[config.mk]
export PLATFORM = sky130hd
export DESIGN_NAME = instr_fetch
export DESIGN_NICKNAME = d
export VERILOG_FILES = /design/src/rtl/fetch_pkg.sv /design/src/rtl/instr_fetch.sv
export SDC_FILE = /design/constraint.sdc
export NUM_CORES = 1
export LEC_CHECK = 0
export CAP_MARGIN = 30
export CORE_UTILIZATION = 28
export DETAILED_ROUTE_END_ITERATION = 7
export PLACE_DENSITY_LB_ADDON = 0.08
export REMOVE_ABC_BUFFERS = 1
export SYNTH_ARGS = -nofsm -noshare
export SYNTH_HDL_FRONTEND = slang
export SYNTH_SLANG_ARGS = --single-unit
[constraint.sdc]
create_clock -name clk_i -period 2.8 [get_ports clk_i]
set_input_delay 0.28 -clock clk_i [delete_from_list [all_inputs] [get_ports clk_i]]
set_output_delay 0.28 -clock clk_i [all_outputs]
set_load 0.02 [all_outputs]
[src/rtl/fetch_pkg.sv]
// fetch_pkg: shared definitions for the instruction fetch unit.
//   state_e   - fetch state machine encoding (IDLE, REQ, WAIT, HOLD)
//   NOP_INSTR - canonical NOP (addi x0, x0, 0), used as the reset value of
//               the instruction register and as the payload of a faulting fetch
//   XLEN      - address / instruction width (only 32 is supported)
package fetch_pkg;

  localparam int XLEN = 32;

  localparam logic [31:0] NOP_INSTR = 32'h0000_0013;

  typedef enum logic [1:0] {
    ST_IDLE = 2'd0,
    ST_REQ  = 2'd1,
    ST_WAIT = 2'd2,
    ST_HOLD = 2'd3
  } state_e;

endpackage : fetch_pkg

[src/rtl/instr_fetch.sv]
// instr_fetch: single-issue instruction fetch unit.
//
// Watches the committed PC, issues one memory request per new PC, and hands
// the returned word to decode. A PC change while a fetch is in flight squashes
// that fetch; the new PC is then fetched.
//
// Ports:
//   clk_i          clock, rising edge
//   i_rst          asynchronous active-high reset
//   pc_i           committed PC
//   imem_req_o     memory request valid
//   imem_addr_o    memory request address
//   imem_gnt_i     memory request accepted
//   imem_rvalid_i  memory read data valid (at least one cycle after gnt)
//   imem_rdata_i   memory read data
//   instr_valid_o  instruction available to decode
//   instr_o        instruction word
//   instr_pc_o     address of instr_o
//   fault_o        misaligned fetch, qualified by instr_valid_o
//   instr_ready_i  decode accepts the instruction
//
// Handshakes:
//   Memory side: a request transfers on a cycle where imem_req_o and imem_gnt_i
//   are both high; until then imem_req_o stays high and imem_addr_o stays stable
//   unless the PC changes, in which case the request is dropped. Each granted
//   request yields exactly one imem_rvalid_i pulse, which is always consumed.
//   Decode side: an instruction transfers on a cycle where instr_valid_o and
//   instr_ready_i are both high. While valid is high, instr_o, instr_pc_o and
//   fault_o are stable; valid is only withdrawn without a transfer when the PC
//   moves away from the held instruction's address (squash).
//
// All outputs come straight from flops; there is no input-to-output path.
module instr_fetch #(
  parameter int XLEN = 32  // only 32 is supported
) (
  input  logic            clk_i,
  input  logic            i_rst,
  input  logic [XLEN-1:0] pc_i,
  output logic            imem_req_o,
  output logic [XLEN-1:0] imem_addr_o,
  input  logic            imem_gnt_i,
  input  logic            imem_rvalid_i,
  input  logic [XLEN-1:0] imem_rdata_i,
  output logic            instr_valid_o,
  output logic [XLEN-1:0] instr_o,
  output logic [XLEN-1:0] instr_pc_o,
  output logic            fault_o,
  input  logic            instr_ready_i
);

  import fetch_pkg::state_e;
  import fetch_pkg::ST_IDLE;
  import fetch_pkg::ST_REQ;
  import fetch_pkg::ST_WAIT;
  import fetch_pkg::ST_HOLD;
  import fetch_pkg::NOP_INSTR;

  state_e          state_q, state_d;
  logic [XLEN-1:0] req_pc_q, req_pc_d;    // address in flight / held
  logic [XLEN-1:0] last_pc_q, last_pc_d;  // last address delivered to decode
  logic            first_q, first_d;      // nothing delivered since reset
  logic [XLEN-1:0] instr_q, instr_d;
  logic            fault_q, fault_d;

  logic fetch_needed;
  logic stale;

  // first_q forces a fetch after reset even when pc_i equals last_pc_q (0).
  assign fetch_needed = first_q | (pc_i != last_pc_q);
  assign stale        = (pc_i != req_pc_q);

  always_comb begin
    state_d   = state_q;
    req_pc_d  = req_pc_q;
    last_pc_d = last_pc_q;
    first_d   = first_q;
    instr_d   = instr_q;
    fault_d   = fault_q;

    case (state_q)
      ST_IDLE: begin
        if (fetch_needed) begin
          req_pc_d = pc_i;
          if (pc_i[1:0] == 2'b00) begin
            state_d = ST_REQ;
          end else begin
            // Misaligned: present a NOP flagged as a fault, no memory access.
            instr_d = NOP_INSTR;
            fault_d = 1'b1;
            state_d = ST_HOLD;
          end
        end
      end

      ST_REQ: begin
        // A grant wins over a simultaneous PC change: the request has been
        // accepted, so its response must be drained in WAIT.
        if (imem_gnt_i) begin
          state_d = ST_WAIT;
        end else if (stale) begin
          state_d = ST_IDLE;
        end
      end

      ST_WAIT: begin
        // Stay here on a stale PC until the response arrives so that it can
        // be drained rather than mistaken for the next fetch's data.
        if (imem_rvalid_i) begin
          if (!stale) begin
            instr_d = imem_rdata_i;
            fault_d = 1'b0;
            state_d = ST_HOLD;
          end else begin
            state_d = ST_IDLE;
          end
        end
      end

      ST_HOLD: begin
        // A transfer completes even if the PC moves in the same cycle; the
        // following IDLE then sees fetch_needed and fetches the new PC.
        if (instr_ready_i) begin
          last_pc_d = req_pc_q;
          first_d   = 1'b0;
          state_d   = ST_IDLE;
        end else if (stale) begin
          state_d = ST_IDLE;
        end
      end

      default: state_d = ST_IDLE;
    endcase
  end

  always_ff @(posedge clk_i or posedge i_rst) begin
    if (i_rst) begin
      state_q   <= ST_IDLE;
      req_pc_q  <= '0;
      last_pc_q <= '0;
      first_q   <= 1'b1;
      instr_q   <= NOP_INSTR;
      fault_q   <= 1'b0;
    end else begin
      state_q   <= state_d;
      req_pc_q  <= req_pc_d;
      last_pc_q <= last_pc_d;
      first_q   <= first_d;
      instr_q   <= instr_d;
      fault_q   <= fault_d;
    end
  end

  assign imem_req_o    = (state_q == ST_REQ);
  assign imem_addr_o   = req_pc_q;
  assign instr_valid_o = (state_q == ST_HOLD);
  assign instr_o       = instr_q;
  assign instr_pc_o    = req_pc_q;
  assign fault_o       = fault_q;

endmodule : instr_fetch

==> results.md, run 1 <==
- Worst path bufs/invs: 2
- Setup bufs post-CTS: 0
- # clock sinks: 100
- Final period util: 0.856
- Htree depth: 3
- EDFF count, synth: 0
- Ports: 168
- Post_cts resized: 0
- DR WL/cell: 17.1 um
- Initial drt markers: 205
- Synth Register Bits: 100
- Clock buffer count from CTS: 9
- Die area: 0.0192 mm2
- Post-Synthesis Cells: 461
- Initial Util: 0.288
- Yosys warning total: 0
- Chip Height: 139 um
- FF-to-FF path depth: 6
- Post-Route WL: 14,200 um
- CTS clk-pin slew, worst paths: 0.07 ns
- Filler instances: 1,777
- Tot GR Track Use: 0.152
- Fin. max-slew vios: 0
- CTS tree: done
- Crit-path max cell delay: 0.48 ns
- CP startpoint kind: input port
- Largest net degree at the start of global routing: 67
- Worst-path cell chain: clkdlybuf4s50_1, xor2_1, nor4_1, nand4_1, o31ai_4, buf_4, mux2_2
- Hold Buf Count CTS: 0
- Final #Nets: 668
- Worst r2r dst: imem_addr_o[13]
- Power per cell area: 983 mW/mm2
- DP Worst Slack: -0.00968 ns
- Port Buffers: 167
- Worst slew margin: 0.669
- Top delay family on crit path: simple AND/OR/NAND/NOR gates
- Pleak: 0.00282 uW
- Failing checks: design-rule violations
- RSZ-0062 raised after global routing: no
- Antenna cells: 0
- Average vias per placed instance: 4.77
- CP startpoint: pc_i[12]
- Post-DP HPWL: 9790 um
- Slowest cell on crit path: clkdlybuf4s50_1
- Netlist cell types: 38
- R2R Path Start: last_pc_q[12]
- Worst Setup EP: imem_addr_o[13]
- FMAX: 417 MHz
- First-pass GRT wire length: 22,700 um
- Avg Cell Area, Syn: 11.3 um2
- Initial antenna violation count: 0
- Main synth FF type: dfrtp_1
- Clock Latency Late Sink: 0.35 ns
- Post-layout minimum cycle time: 2.40 ns
- CP max FO: 10
- Setup Skew: 0.0103 ns
- Area growth syn-to-layout: 40.4%
- Worst-Margin Slew: 0.496 ns
- First-pass DRT Iterations: 8
- Clk root buf: clkbuf_16
- Placer congestion estimate: 0.739
- CP Data Arrival Time: 2.63 ns
- Hold Vio Cnt, Final: 0
- Register area share after synthesis: 0.480
- DRC: 14
- Routed via count: 3,973
- Placeable Area: 0.0181 mm2
- Async set-reset flop share out of synthesis: 1.00
- Tot Pwr: 7210 uW
- Worst Hold Class: input port to asynchronous set/reset pin
- Crit. End Element: register
- Final setup margin: 0.403 ns
- Req. time, crit path: 3.03 ns
- Maximum VDD drop: 0.640 mV
- Die X: 139 um
- Synth Cell Area: 0.00523 mm2
- Vias in the first global route: 4,052
- Worst R2R Setup Slack: 0.43 ns
- Post-route ant nets: 0
- CTS Buffer Depth: 2
- Share of cells above drive strength 1: 0.175
- Cell Rows: 49
- Max cap viols: 0
- Status: complete, but fails checks
- Final setup vio count: 0
- Critical Path Stages: 7
- Critical path class: input port to register
- Total gr overflow: 0
kinds of logic (layout without fill, tap and decap cells):
group | count (synthesis) | count (layout) | synth area share
compound gates | 43 | 43 | 0.0728
mux | 64 | 64 | 0.138
xor+xnor | 64 | 64 | 0.107
flops | 100 | 100 | 0.480
buf+inv | 90 | 233 | 0.0948
simple gates | 100 | 100 | 0.107
sequential cells by signal (all words and copies together) (netlist names):
name and flops:
imem_addr_o 32, instr_o 32, last_pc_q 32, state_q 2
fault_o 1, first_q 1
synthesized netlist by cell type (2+ instances only):
| cell | n | area (um2) |
|---|---|---|
| buf_6 | 3 | 33.8 |
| dfrtp_1 | 96 | 2400 |
| and4_1 | 2 | 17.5 |
| mux2_1 | 2 | 22.5 |
| and3_1 | 2 | 12.5 |
| buf_4 | 35 | 263 |
| buf_2 | 3 | 15.0 |
| nor2_1 | 3 | 11.3 |
| o221a_2 | 3 | 33.8 |
| nor4_1 | 7 | 43.8 |
| nand4_1 | 40 | 250 |
| nand2b_1 | 3 | 18.8 |
| nand2_1 | 32 | 120 |
| xnor2_1 | 35 | 307 |
| nand4b_1 | 3 | 26.3 |
| dfstp_2 | 4 | 105 |
| mux2_2 | 62 | 698 |
| and2_1 | 3 | 18.8 |
| inv_1 | 33 | 124 |
| nor4_2 | 2 | 25.0 |
| xor2_1 | 29 | 254 |
| buf_1 | 2 | 7.51 |
| o221ai_1 | 29 | 254 |
| clkbuf_1 | 14 | 52.6 |
per-stage QoR:
stage | std cells | setup TNS [ns] | cell area, um2 | utilization | hold WS, ns
floorplan | 404 | -37.99 | 4850 | - | 0.412
global placement | 817 | 0 | 7030 | 0.387 | 0.481
detailed placement | 817 | -0.0205 | 7030 | 0.387 | 0.485
CTS | 833 | 0 | 7340 | 0.404 | 0.320
global route | 833 | 0 | 7340 | 0.404 | 0.332
finish | 833 | 0 | 7340 | 0.404 | 0.313
how the worst min path moves through the flow:
stage                     slack, ns  startpoint  cells past startpoint               to
final                          0.31       i_rst                      2  imem_addr_o[11]
after global routing           0.33       i_rst                      2  imem_addr_o[11]
after CTS                      0.32       i_rst                      2  imem_addr_o[11]
after detailed placement       0.49     first_q                      1          first_q
after global placement         0.48     first_q                      1          first_q
after floorplan                0.41     pc_i[0]                      1   imem_addr_o[0]
cell type report:
cell class,instances,area [um2],share of cell area
inverter,33,126,0.0172
multi-input combinational,271,2250,0.306
clock inverter,3,47.5,0.00648
sequential,100,2510,0.342
tap,229,287,0.0391
clock buffer,13,260,0.0355
timing repair buffer,184,1860,0.254
worst reg2reg max path, stage by stage, from the launching register on:
cell and delay [ns]:
dfrtp_1 0.39, xor2_1 0.16, nor4_1 0.44, nand4_1 0.30
o31ai_4 0.35, buf_4 0.25, mux2_2 0.36
routing by layer:
layer	global-route usage	wire, um	vias up
met1	0.207	6690	1958
met3	0.0404	754	10
met5	0	0	-
met4	0.0337	116	0
li1	-	-	1891
met2	0.243	6660	114
report_power, final:
group	leakage (uW)	switching (uW)	internal, uW
Combinational	0.00144	1600	1820
Clock	0.000150	551	746
Sequential	0.00123	547	1940
Total	0.00282	2700	4510
cells in the final DEF (no fill, tap or decap), types with 2 or more instances in the layout:
cell	Yosys	final
nor4_1	7	7
clkbuf_8	0	2
o221a_2	3	3
and2_1	3	3
nor4_4	0	2
and3_1	2	2
dfstp_2	4	4
xor2_1	29	29
inv_1	33	32
nor2_1	3	2
xnor2_1	35	35
nand2_1	32	32
o221ai_1	29	29
buf_12	0	5
nand4_1	40	40
mux2_1	2	2
dfrtp_1	96	96
buf_4	35	12
clkinv_4	0	2
clkbuf_1	14	2
nand4b_1	3	3
mux2_2	62	62
clkdlybuf4s50_1	0	167
clkbuf_16	0	9
nand2b_1	3	3
and4_1	2	2
Note: power is estimated with default switching activity, not from simulation.
==> inputs of run 2 (changes only) <==
- CAP_MARGIN: 30 -> 5
==> results of run 2 <==
No change in the layout: final DEF, timing and power equal those of run 1.
